--- config.mk ---
export PLATFORM = sky130hd
export DESIGN_NAME = demux_param
export DESIGN_NICKNAME = d
export VERILOG_FILES = /design/src/rtl/demux_pkg.sv /design/src/rtl/demux_slot.sv /design/src/rtl/demux_param.sv
export SDC_FILE = /design/constraint.sdc
export NUM_CORES = 1
export LEC_CHECK = 0
export CAP_MARGIN = 15
export CELL_PAD_IN_SITES_DETAIL_PLACEMENT = 0
export CELL_PAD_IN_SITES_GLOBAL_PLACEMENT = 1
export CORE_ASPECT_RATIO = 0.7
export CORE_MARGIN = 8
export CORE_UTILIZATION = 31
export DETAILED_ROUTE_END_ITERATION = 6
export PLACE_DENSITY_LB_ADDON = 0.1
export SYNTH_ARGS = -nofsm -noshare
export SYNTH_HDL_FRONTEND = slang
export SYNTH_SLANG_ARGS = --single-unit
--- constraint.sdc ---
create_clock -name clk -period 0.8 [get_ports clk]
set_clock_uncertainty 0.05 [all_clocks]
set_input_delay 0.16 -clock clk [delete_from_list [all_inputs] [get_ports clk]]
set_output_delay 0.16 -clock clk [all_outputs]
set_load 0.02 [all_outputs]
--- src/rtl/demux_pkg.sv ---
// Shared constants and elaboration helpers for the parameterised demultiplexer.
package demux_pkg;

    localparam int unsigned DEMUX_NUM_OUTPUT_DEF = 32'd15;
    localparam int unsigned DEMUX_SEL_WIDTH_DEF  = 32'd4;
    localparam int unsigned DEMUX_DATA_WIDTH_DEF = 32'd4;

    // Smallest select width able to address n slots (at least one bit).
    function automatic int unsigned demux_min_sel_width(input int unsigned n);
        int unsigned w;
        w = 32'd1;
        for (int unsigned i = 32'd1; i < 32'd32; i++) begin
            if ((32'd1 << w) < n) begin
                w = w + 32'd1;
            end else begin
                w = w;
            end
        end
        return w;
    endfunction

endpackage

--- src/rtl/demux_slot.sv ---
// One output slot of the demultiplexer: data register plus valid flag, both cleared unless loaded.
import demux_pkg::*;

module demux_slot #(
    parameter int unsigned DATA_WIDTH = DEMUX_DATA_WIDTH_DEF
) (
    input  logic                  clk,
    input  logic                  rst_n,
    input  logic                  load_en,
    input  logic [DATA_WIDTH-1:0] data_in,
    output logic [DATA_WIDTH-1:0] data_out,
    output logic                  valid_out
);

    logic [DATA_WIDTH-1:0] data_r;
    logic                  valid_r;

    // Slot register: a non-selected cycle returns the slot to zero, there is no hold.
    always_ff @(posedge clk or negedge rst_n) begin
        if (!rst_n) begin
            data_r  <= {DATA_WIDTH{1'b0}};
            valid_r <= 1'b0;
        end else if (load_en) begin
            data_r  <= data_in;
            valid_r <= 1'b1;
        end else begin
            data_r  <= {DATA_WIDTH{1'b0}};
            valid_r <= 1'b0;
        end
    end

    assign data_out  = data_r;
    assign valid_out = valid_r;

endmodule

--- src/rtl/demux_param.sv ---
// Registered 1-to-N demultiplexer with one-hot valid strobe.
// Optional macro DEMUX_SEL_ERR_EN adds a registered sel_err flag for out-of-range selects.
import demux_pkg::*;

module demux_param #(
    parameter int unsigned NUM_OUTPUT = DEMUX_NUM_OUTPUT_DEF,
    parameter int unsigned SEL_WIDTH  = DEMUX_SEL_WIDTH_DEF,
    parameter int unsigned DATA_WIDTH = DEMUX_DATA_WIDTH_DEF
) (
    input  logic                             clk,
    input  logic                             rst_n,
    input  logic                             valid_in,
    input  logic [DATA_WIDTH-1:0]            data_in,
    input  logic [SEL_WIDTH-1:0]             sel,
`ifdef DEMUX_SEL_ERR_EN
    output logic                             sel_err,
`endif
    output logic [DATA_WIDTH*NUM_OUTPUT-1:0] data_out,
    output logic [NUM_OUTPUT-1:0]            valid_out
);

    localparam logic [SEL_WIDTH:0] NUM_OUTPUT_L = (SEL_WIDTH + 1)'(NUM_OUTPUT);

    generate
        if (NUM_OUTPUT < 32'd2) begin : g_bad_num
            $error("demux_param: NUM_OUTPUT must be at least 2");
        end else if (SEL_WIDTH < demux_min_sel_width(NUM_OUTPUT)) begin : g_bad_sel
            $error("demux_param: SEL_WIDTH too narrow for NUM_OUTPUT");
        end else begin : g_cfg_ok
        end
    endgenerate

    logic                  in_range_s;
    logic                  route_s;
    logic [NUM_OUTPUT-1:0] load_en_s;

    // Range check: the extra top bit keeps the compare exact when NUM_OUTPUT == 2**SEL_WIDTH.
    always_comb begin
        in_range_s = 1'b0;
        if ({1'b0, sel} < NUM_OUTPUT_L) begin
            in_range_s = 1'b1;
        end else begin
            in_range_s = 1'b0;
        end
    end

    assign route_s = valid_in & in_range_s;

    genvar j;
    generate
        for (j = 0; j < NUM_OUTPUT; j++) begin : g_slot
            assign load_en_s[j] = route_s & (sel == SEL_WIDTH'(j));

            demux_slot #(
                .DATA_WIDTH (DATA_WIDTH)
            ) u_slot (
                .clk       (clk),
                .rst_n     (rst_n),
                .load_en   (load_en_s[j]),
                .data_in   (data_in),
                .data_out  (data_out[j*DATA_WIDTH +: DATA_WIDTH]),
                .valid_out (valid_out[j])
            );
        end
    endgenerate

`ifdef DEMUX_SEL_ERR_EN
    logic sel_err_r;

    // Error strobe aligned with the data path: one cycle per dropped valid word.
    always_ff @(posedge clk or negedge rst_n) begin
        if (!rst_n) begin
            sel_err_r <= 1'b0;
        end else begin
            sel_err_r <= valid_in & ~in_range_s;
        end
    end

    assign sel_err = sel_err_r;
`endif

endmodule

Word-level counts from Yosys, hierarchy flattened
Index checks and enable logic that the tools add are counted.
{"block": "totals", "ff_bits": 75, "output_inout_bits": 75, "elab_cells": 93}
{"block": "op_classes", "n_bitwise": 16, "muxes": 31, "eq_ne": 14, "n_reduce_logical": 1, "n_lt_le_gt_ge": 1}
{"cell": "two-way mux 4 bit", "count": 15}
{"cell": "== test 4 bit, second input constant", "count": 7}
{"cell": "bitwise AND 1 bit", "count": 16}
{"cell": "== test 4 x 3 -> 1 bit, second input constant", "count": 4}
{"cell": "two-way mux 1 bit", "count": 16}
{"cell": "== test 4 x 2 -> 1 bit, second input constant", "count": 2}
{"cell": "== test 4 x 1 -> 1 bit, second input constant", "count": 1}
{"cell": "zero test 4 bit", "count": 1}
{"cell": "< comparator 4 bit, second input constant", "count": 1}

Depth between registers and ports, before layout
Gate-level depths: netlist of the first run.
{"block": "depth", "word_depth": 5, "mapped_depth": 4}

Cells and area by module
A second synthesis of the first run with hierarchy kept.
{"block": "unflattened", "hier_cells": 157, "hier_area_um2": 2363.5}
{"module": "demux_slot", "n_inst": 15, "area_each_um2": 150.1, "cells_each": 9, "seq_area_each_um2": 125.1}
{"module": "demux_param", "n_inst": 1, "area_each_um2": 111.4, "cells_each": 22, "seq_area_each_um2": 0.0}

Least setup slack after synthesis of the first run
Ideal clock, no wire load.
{"block": "synth_timing", "path_kind": "input-to-reg", "start": "input sel[2]", "end": "register g_slot[1].u_slot.data_r[0]", "slack_ps": -322, "stages": 4, "arrival_ps": 1001, "required_time_ps": 678, "path_buffers": 2, "cell_sequence": "buf_6 > or4b_4 > buf_6 > nor2_2"}
{"block": "synth_via", "elab_chain_cells": 5, "elab_cells_between_ends": 6, "classes_between": "order compare (1); eq/ne (1); mux (2); bitwise (2)"}
{"element": "start, declared", "line": "demux_param.sv:14", "rtl": "input logic [SEL_WIDTH-1:0] sel,"}
{"element": "< comparator 4 bit", "line": "demux_param.sv:40", "rtl": "if ({1'b0, sel} < NUM_OUTPUT_L) begin"}
{"element": "two-way mux 1 bit", "line": "demux_param.sv:40"}
{"element": "bitwise AND 1 bit", "line": "demux_param.sv:47", "rtl": "assign route_s = valid_in & in_range_s;"}
{"element": "bitwise AND 1 bit (*)", "line": "demux_param.sv:52", "rtl": "assign load_en_s[j] = route_s & (sel == SEL_WIDTH'(j));"}
{"element": "two-way mux 4 bit (*)", "line": "demux_slot.sv:23", "rtl": "end else if (load_en) begin"}
{"element": "end signal, assigned", "line": "demux_slot.sv:21", "rtl": "data_r <= {DATA_WIDTH{1'b0}};"}
{"element": "end signal, assigned", "line": "demux_slot.sv:24", "rtl": "data_r <= data_in;"}
{"element": "end signal, assigned", "line": "demux_slot.sv:27", "rtl": "data_r <= {DATA_WIDTH{1'b0}};"}
{"element": "end, declared", "line": "demux_slot.sv:15", "rtl": "logic [DATA_WIDTH-1:0] data_r;"}
Mark *: on every way between the ends. The rest lies on a longest branch, timed or not.

Worst setup path after layout of the first run
{"block": "layout_timing", "start": "register g_slot[6].u_slot.data_r[1]", "end": "output data_out[25]"}
{"element": "start, declared", "line": "demux_slot.sv:15"}
{"element": "start signal, assigned", "line": "demux_slot.sv:21"}
{"element": "start signal, assigned", "line": "demux_slot.sv:24"}
{"element": "start signal, assigned", "line": "demux_slot.sv:27"}
{"element": "end, declared", "line": "demux_param.sv:18", "rtl": "output logic [DATA_WIDTH*NUM_OUTPUT-1:0] data_out,"}
No word-level cell between the ends.

==> results.json, run 1 <==
{
  "p_leak_nw": 2.03,
  "hpwl_um": 4990,
  "grt_pass1_vias": 1968,
  "gr-total-overflow": 0,
  "synth_largest_area_cell": "dfrtp_1",
  "synthToLayoutAreaGrowth_pct": 59.1,
  "final.period_utilization_pct": 134,
  "hp-class": "input pin to flip-flop",
  "worstPathCellList": "buf_6",
  "antenna_cells": 0,
  "maxCapViolCount": 0,
  "grt_usage_pct": 12.5,
  "utilization_pct": 51.2,
  "die_x_um": 125,
  "syn_nets": 215,
  "p_sw_share_pct": 20.5,
  "vdd_ir_drop_max_uv": 1110,
  "startpoint_type": "flip-flop",
  "yosys_warnings": 0,
  "nets": 314,
  "synth_cell_types": 19,
  "critPathRequiredTime_ps": 590,
  "synth_top_area_share_pct": 73.4,
  "grt_pass1_wl_um": 11000,
  "seq_area_frac_synth_pct": 73.4,
  "postRouteAntennaNets": 0,
  "worst_pin_slew_ps": 224,
  "post_dp_cell_area_um2": 3620,
  "critical_path.top_delay_family": "flip-flops",
  "max_clock_freq_mhz": 935,
  "violations": "negative setup slack",
  "pwr-share-comb_pct": 6.9,
  "cts_tree": "built",
  "antenna_found_initial": 0,
  "crit_slowest_cell": "dfrtp_1",
  "initialDrtViolationCount": 131,
  "fin_area_um2": 4070,
  "drtPass1Iterations": 4,
  "drc": 0,
  "cts.sinks": 75,
  "drv_slew": 0,
  "setup_viol": 75,
  "syn_inst": 204,
  "pin_count": 86,
  "cell_internal_pwr_mw": 6.99,
  "final_hold_viol_count": 0,
  "vias": 1734,
  "crit_type": "flip-flop to output port",
  "initial_core_util_pct": 32.2,
  "setup_ws_ps": -269,
  "htree_levels": 3,
  "rsz0062_at_grt": "true",
  "portBuffers": 85,
  "netlist_area_um2": 2560,
  "final_layout_size_suffix_gt1_share_pct": 46.4,
  "cp.buffers_inverters": 1,
  "rows": 27,
  "core_um2": 7940,
  "worstPathArrival_ps": 860,
  "slowest_delay_ps": 390,
  "pwr-share-clk_pct": 49.2,
  "grt_max_degree": 31,
  "clockBufferDepth": 2,
  "final_common_cell": "buf_6",
  "slew-limit-headroom_pct": 85.0,
  "vias_per_cell": 4.24,
  "p_per_area_nw_per_um2": 2160,
  "status": "complete, but fails checks",
  "cts_buffers": 9,
  "pwr-share-seq_pct": 43.9,
  "crit_path_max_fanout": 1,
  "layout_min_cycle_time_ps": 1070,
  "dieArea_um2": 11500,
  "clk_pin_slew_ps": 50,
  "cp-end-kind": "output port",
  "syn_area_per_cell_um2": 12.5,
  "power_switching_mw": 1.81,
  "postRouteWirelength_um": 6790,
  "ctsRootBufferMaster": "clkbuf_16",
  "ys_seq_elements": 75,
  "chipHeight_um": 92.0,
  "gp_congestion": 0.739,
  "synth_area_leaders": "dfrtp_1 73%, nor2_1 9.5%, buf_4 4.4%",
  "wire_per_inst_um": 16.6,
  "fill_cells": 707,
  "mostFrequentLayoutCells": "78 x buf_6, 75 x dfrtp_1, 63 x nor2_1"
}
==> timing repair <==
| item | in CTS | in global routing |
|---|---|---|
| pin swaps | 4 | 2 |
| endpoints found under the setup margin | 150 | 112 |
| hold endpoints to repair | 75 | 0 |
| buffers inserted | 0 | 0 |
| hold buffers | 1 | 0 |
| resized for setup | 473 | 10 |
==> cells by family (layout without fill, tap and decap cells) <==
kind of cell / count (synthesis) / count (layout) / share of synthesized area (%)
AND/OR/NAND/NOR: 101 / 101 / 19.5
buffers and inverters: 28 / 132 / 7.05
flip-flops: 75 / 75 / 73.4
==> through the flow <==
stage / power (mW) / hold slack, ps / TNS [ps] / std cells / setup WS, ps
2_1_floorplan: 4.18 / -186 / -3680 / 204 / -264
3_3_place_gp: 4.52 / -29.7 / -66920 / 392 / -659
3_5_place_dp: 4.52 / -27.9 / -68070 / 392 / -690
4_1_cts: 8.91 / 84.8 / -19280 / 409 / -279
5_1_grt: 9.17 / 103 / -20980 / 409 / -307
6_report: 8.80 / 99.6 / -18240 / 409 / -269
==> cells in the mapped netlist <==
cell type / count
buf_2: 3
nand4bb_1: 4
dfrtp_1: 75
nor2_2: 5
nand3b_1: 1
nor3_1: 4
nand2b_1: 5
nor2_4: 1
nand4_1: 2
or2_2: 1
or4b_4: 1
nand2_1: 5
or3b_2: 1
buf_4: 15
buf_6: 2
nand3_1: 1
nand4b_1: 5
nor2_1: 65
clkbuf_1: 8
==> tightest hold or removal path, delay by kind of cell <==
family                 cells  cell delay, ps
buffers and inverters      1              80
and+or+nand+nor            2             200
==> flip-flops by register name, summed over array words and instances, names as in the netlist <==
name and count:
g_slot.u_slot.valid_out 15, g_slot.u_slot.data_out 60
==> layer usage <==
layer | GRT usage, % | part of all wire (%) | vias to the layer above
met5 | 0 | 0 | -
met4 | 4.10 | 1.5 | 0
met3 | 7.02 | 6.6 | 6
met2 | 17.3 | 43 | 47
met1 | 16.1 | 49 | 857
li1 | - | - | 824
==> area by class of cell <==
class                      instances  area (µm²)  area share [%]
timing repair buffer             116        1200            29.4
sequential                        75        1880            46.1
clock inverter                     4        72.6            1.78
clock buffer                      12         256            6.31
tap                              101         126            3.11
multi-input combinational        101         539            13.3
==> power by group through the flow <==
| stage | registers [mW] | logic (mW) | clock network [mW] |
|---|---|---|---|
| after floorplan | 3.95 | 0.232 | 0 |
| after global placement | 3.92 | 0.602 | 0 |
| after detailed placement | 3.92 | 0.605 | 0 |
| after CTS | 3.86 | 0.611 | 4.44 |
| after global routing | 3.86 | 0.666 | 4.64 |
| final | 3.86 | 0.607 | 4.33 |
==> worst paths after layout <==
path,depth (start not counted),slack [ps],endpoint,start
worst min-delay path,3,100,g_slot[1].u_slot.valid_out$_DFF_PN0_,sel[3]
min in group asynchronous,2,170,g_slot[7].u_slot.data_out[3]$_DFF_PN0_,rst_n
max in group asynchronous,3,110,g_slot[10].u_slot.data_out[1]$_DFF_PN0_,rst_n
worst max-delay path,1,-270,data_out[25],g_slot[6].u_slot.data_out[1]$_DFF_PN0_
Note: power is estimated with default switching activity, not from simulation.
==> run 2: changes to the inputs <==
--- a/config.mk
+++ b/config.mk
@@ -5,6 +5,7 @@
 export SDC_FILE = /design/constraint.sdc
 export NUM_CORES = 1
 export LEC_CHECK = 0
+export ABC_CLOCK_PERIOD_IN_PS = 800
 export CAP_MARGIN = 15
 export CELL_PAD_IN_SITES_DETAIL_PLACEMENT = 0
 export CELL_PAD_IN_SITES_GLOBAL_PLACEMENT = 1
@@ -12,6 +13,7 @@
 export CORE_MARGIN = 8
 export CORE_UTILIZATION = 31
 export DETAILED_ROUTE_END_ITERATION = 6
+export GPL_ROUTABILITY_DRIVEN = 1
 export PLACE_DENSITY_LB_ADDON = 0.1
 export SYNTH_ARGS = -nofsm -noshare
 export SYNTH_HDL_FRONTEND = slang
==> results of run 2 <==
Same layout as run 1: the final DEF is identical, and so are final timing and power.
==> run 3: changes to the inputs <==
--- a/config.mk
+++ b/config.mk
@@ -13,7 +13,6 @@
 export CORE_MARGIN = 8
 export CORE_UTILIZATION = 31
 export DETAILED_ROUTE_END_ITERATION = 6
-export GPL_ROUTABILITY_DRIVEN = 1
 export PLACE_DENSITY_LB_ADDON = 0.1
 export SYNTH_ARGS = -nofsm -noshare
 export SYNTH_HDL_FRONTEND = slang
==> results of run 3 <==
Same layout as run 1: the final DEF is identical, and so are final timing and power.
==> patch 1 (flow settings as in run 2) <==
The package constant `DEMUX_DATA_WIDTH_DEF` goes from 32'd4 to 32'd6.
--- a/src/rtl/demux_pkg.sv
+++ b/src/rtl/demux_pkg.sv
@@ -3,7 +3,7 @@
 
     localparam int unsigned DEMUX_NUM_OUTPUT_DEF = 32'd15;
     localparam int unsigned DEMUX_SEL_WIDTH_DEF  = 32'd4;
-    localparam int unsigned DEMUX_DATA_WIDTH_DEF = 32'd4;
+    localparam int unsigned DEMUX_DATA_WIDTH_DEF = 32'd6;
 
     // Smallest select width able to address n slots (at least one bit).
     function automatic int unsigned demux_min_sel_width(input int unsigned n);
Ports: changed (resized data_in and data_out); port bits go from 86 to 118. No check against the original RTL was run, so the function may have changed too.
==> patch 1 against run 2 <==
The run still ends with negative setup slack left. Worst setup slack got worse by 0.023 ns. Worst hold slack improved by 0.067 ns. Cell area rose by 36%. Wire length rose by 44%. Total power rose by 28%. Sequential power rose by 40%. Area after synthesis rose by 35%. Synthesized cell count rose by 34%. Sequential cell count rose by 30.
==> patch 1: results (changes against run 2) <==
{| class="wikitable"
! Metric !! Value
|-
| Setup crit end || data_out[1]
|-
| Global routing met3 resource utilization || 5.64% (-1.4 points)
|-
| Distinct cell type count of the synthesized netlist || 18 (-1)
|-
| Clock transition at the registers of the reported paths || 0.07 ns (+0.02 ns)
|-
| DP Area || 4880 um2 (+35%)
|-
| Fraction of final layout cells sized beyond drive strength 1 || 43.9% (-2.6 points)
|-
| Run status || finished, violations left
|-
| Max FFs per register || 90 (+50%)
|-
| Non-filler instance count after layout || 553 (+35%)
|-
| Routability Congestion || 0.700 (-5.3%)
|-
| Final setup viols || 115 (+53%)
|-
| Routed metal-1 wirelength || 4380 um (+31%)
|-
| Critical path origin || g_slot[0].u_slot.data_out[1]
|-
| Detailed placement HPWL || 6910 um (+38%)
|-
| Net count reported at finish || 408 (+30%)
|-
| Signal arrival time at the worst endpoint || 0.88 ns (+0.02 ns)
|-
| Violated checks || negative setup slack
|-
| Initial DRC Count || 104 (-21%)
|-
| Post-route setup TNS || -27.25 ns (-9.01 ns)
|-
| Met1 capacity usage during global routing || 17.8% (+1.7 points)
|-
| Maximum number of pins on one net before global-route repair || 43 (+39%)
|-
| Via count of the first global-routing pass || 2590 (+32%)
|-
| Via count of the routed design || 2294 (+32%)
|-
| Leak || 2.73 nW (+34%)
|-
| Fraction of the yosys area taken by sequential cells || 76.0% (+2.6 points)
|-
| Final worst-path setup slack || -0.292 ns (-0.0233 ns)
|-
| Number of port buffers || 117 (+38%)
|-
| Global-route wire length before repair || 15400 um (+40%)
|-
| Number of antenna violations at the first check in global routing || 1 (+1)
|-
| Post-Synthesis Cells || 273 (+34%)
|-
| Hold-critical path endpoint || g_slot[2].u_slot.data_out[2]
|-
| Number of nets produced by synthesis || 286 (+33%)
|-
| Relative slew margins || 78.0% (-7.0 points)
|-
| Met2 Usage GRT || 20.5% (+3.2 points)
|-
| Dpl cells || 534 (+36%)
|-
| Routed wire length per instance || 17.6 um (+6.1%)
|-
| Launch point of the worst hold path || data_in[2]
|-
| Longest individual stage delay on the worst path || 0.41 ns (+0.02 ns)
|}
[patch 1: where the power goes]
part           total (W)  switching, W  internal (W)
Clock            0.00505       0.00183       0.00322
Combinational   0.000809      0.000479      0.000330
Sequential       0.00539     0.0000275       0.00536
[patch 1: area by class of cell]
| class | instances | area [um2] |
|---|---|---|
| antenna | 1 | 2.50 |
| sequential | 105 | 2630 |
| timing repair buffer | 144 | 1620 |
| clock buffer | 11 | 253 |
| fill | 987 | 5420 |
| multi-input combinational | 135 | 722 |
| clock inverter | 4 | 98.8 |
| tap | 153 | 191 |
[patch 1: what timing repair did]
item,in CTS,in global routing
resized for setup,664,22
hold buffers,1,0
gates cloned,2,0
hold endpoints to repair,105,0
pin swaps,5,2
setup endpoints to repair,210,135
[patch 1: cell families after synthesis]
kind of cell	Yosys count	synth area share, %
flops	105	76.0
buf+inv	33	5.68
simple gates	135	18.3
==> patch 2 (flow settings as in run 2) <==
Without the edit above. Put a register stage on the output `data_out`. The value now appears one clock later. The other outputs are not delayed to match.
--- a/src/rtl/demux_param.sv
+++ b/src/rtl/demux_param.sv
@@ -20,6 +20,8 @@
 );
 
     localparam logic [SEL_WIDTH:0] NUM_OUTPUT_L = (SEL_WIDTH + 1)'(NUM_OUTPUT);
+
+    logic [DATA_WIDTH*NUM_OUTPUT-1:0] data_d;
 
     generate
         if (NUM_OUTPUT < 32'd2) begin : g_bad_num
@@ -58,7 +60,7 @@
                 .rst_n     (rst_n),
                 .load_en   (load_en_s[j]),
                 .data_in   (data_in),
-                .data_out  (data_out[j*DATA_WIDTH +: DATA_WIDTH]),
+                .data_out  (data_d[j*DATA_WIDTH +: DATA_WIDTH]),
                 .valid_out (valid_out[j])
             );
         end
@@ -79,5 +81,9 @@
     assign sel_err = sel_err_r;
 `endif
 
+    always_ff @(posedge clk) begin
+        data_out <= data_d;
+    end
+
 endmodule
 
Formal check against the unedited RTL: not equivalent (a bounded check fails within 4 cycles, from zero or initial values and one cycle with rst_n low).
==> patch 2 against run 2 <==
Worst setup slack worse by 0.073 ns. Cell area up 39%. Sequential power up 78%. Critical path depth unchanged. Non-clock buffer count down 4. The run still ends with negative setup slack left. Wire length up 18%. Global-route usage down 1.7 points. Count of clock-buffer cells in the layout up 7. Via count up 22%. Die area up 39%. Total power up 72%. Area after synthesis up 47%. Sequential cell count up 60. Largest cell class unchanged.
==> patch 2: results (changes against run 2) <==
{| class="wikitable"
! Metric !! Value
|-
| Global router's overall resource usage || 10.8% (-1.7 points)
|-
| Via count of the routed design || 2112 (+22%)
|-
| Violated checks || negative setup slack
|-
| Fraction of final layout cells sized beyond drive strength 1 || 54.7% (+8.3 points)
|-
| Worst-Margin Slew || 0.323 ns (+0.0991 ns)
|-
| Fraction of the yosys area taken by sequential cells || 81.9% (+8.5 points)
|-
| Routed metal-1 wirelength || 3800 um (+13%)
|-
| Leading cell types by total area after synthesis || sky130_fd_sc_hd__dfrtp_1 50%, sky130_fd_sc_hd__dfxtp_1 32%, sky130_fd_sc_hd__nor2_1 6.5%
|-
| Top cells by instance count after synthesis || 75 x sky130_fd_sc_hd__dfrtp_1, 65 x sky130_fd_sc_hd__nor2_1, 60 x sky130_fd_sc_hd__dfxtp_1
|-
| Global-route wire length before repair || 12700 um (+16%)
|-
| Signal arrival time at the worst endpoint || 0.93 ns (+0.07 ns)
|-
| Detailed placement HPWL || 5410 um (+8.3%)
|-
| Leak || 2.65 nW (+30%)
|-
| Worst IR Drop VDD || 0.00133 V (+20%)
|-
| Routed wire length on met2 || 3520 um (+22%)
|-
| Final worst-path setup slack || -0.342 ns (-0.0730 ns)
|-
| Run status || finished, violations left
|-
| Post-route setup TNS || -19.50 ns (-1.26 ns)
|-
| Net count reported at finish || 378 (+20%)
|-
| Path class of the lowest-slack min-delay path || input port to asynchronous set/reset pin
|-
| Initial DRC Count || 89 (-32%)
|-
| Number of fillers in the final layout || 1059 (+50%)
|-
| Proportion of synthesized flip-flops having asynchronous set or reset || 55.6% (-44 points)
|-
| Final setup viols || 75 (unchanged)
|-
| Maximum number of pins on one net before global-route repair || 37 (+19%)
|-
| Routability Congestion || 0.683 (-7.6%)
|-
| Distinct cell type count of the synthesized netlist || 20 (+1)
|-
| H-tree depth || 4 (+1)
|-
| Met3 Wirelength || 615 um (+38%)
|-
| Via count of the first global-routing pass || 2263 (+15%)
|}
-- patch 2: changes by cell type in the layout (fill, tap and decap cells not counted), sizes merged, moves of 2 or more --
cell	run 2	this run
clkinv	1	6
dlymetal6s2s	2	0
clkdlybuf4s50	0	3
buf	110	104
inv	0	3
dfxtp	0	60
clkbuf	13	20
-- patch 2: repair_timing --
item                                   4_1_cts  5_1_grt
resized for setup                          526        2
pin swaps                                    4        2
hold buffers                                 1        0
endpoints found under the hold margin       75        0
setup endpoints to repair                  150       79
-- patch 2: cells by family after synthesis --
family        Yosys count  synth area share [%]
flops                 135                  81.9
buf+inv                28                  4.80
simple gates          101                  13.3
-- patch 2: area by class of cell --
| class | instances | area (um2) | area share [%] |
|---|---|---|---|
| Sequential cell | 135 | 3150 | 55.6 |
| Timing Repair Buffer | 112 | 1200 | 21.3 |
| Multi-Input combinational cell | 101 | 524 | 9.25 |
| Tap cell | 157 | 196 | 3.47 |
| Clock buffer | 19 | 443 | 7.82 |
| Clock inverter | 13 | 145 | 2.56 |
-- patch 2: final timing paths --
kind                                                from  cells after the start                       endpoint
setup / recovery              g_slot[2].u_slot.valid_out                      1                   valid_out[2]
setup reg to reg            g_slot[1].u_slot.data_out[2]                      0                    data_out[6]
hold / removal                                     rst_n                      2     g_slot[6].u_slot.valid_out
max in group asynchronous                          rst_n                      3  g_slot[10].u_slot.data_out[2]
min in group clk                                valid_in                      3    g_slot[14].u_slot.valid_out
hold reg to reg            g_slot[11].u_slot.data_out[3]                      0                   data_out[47]
-- patch 2: through the flow --
stage               total power (W)  setup WS (ns)  hold slack [ns]  cell area, um2  std cells
floorplan                   0.00727         -0.264           -0.186            3830        264
global placement            0.00763         -0.750          -0.0441            4910        504
detailed placement          0.00764         -0.790          -0.0408            4910        504
CTS                          0.0153         -0.364           0.0640            5670        537
global route                 0.0157         -0.386           0.0743            5670        537
finish                       0.0151         -0.342           0.0810            5670        537
-- patch 2: routing by layer --
metal  up-vias  global-route usage [%]
met4         0                    4.57
met3        10                    5.47
met2        64                    15.7
met1      1016                    13.4
li1       1022                       -
met5         -                       0
-- patch 2: where the power goes --
part	internal (W)	switching [W]	leakage [nW]	total (W)
sequential	0.00686	0.0000274	1.56	0.00689
clock	0.00470	0.00289	0.286	0.00760
combinational	0.000269	0.000350	0.804	0.000619
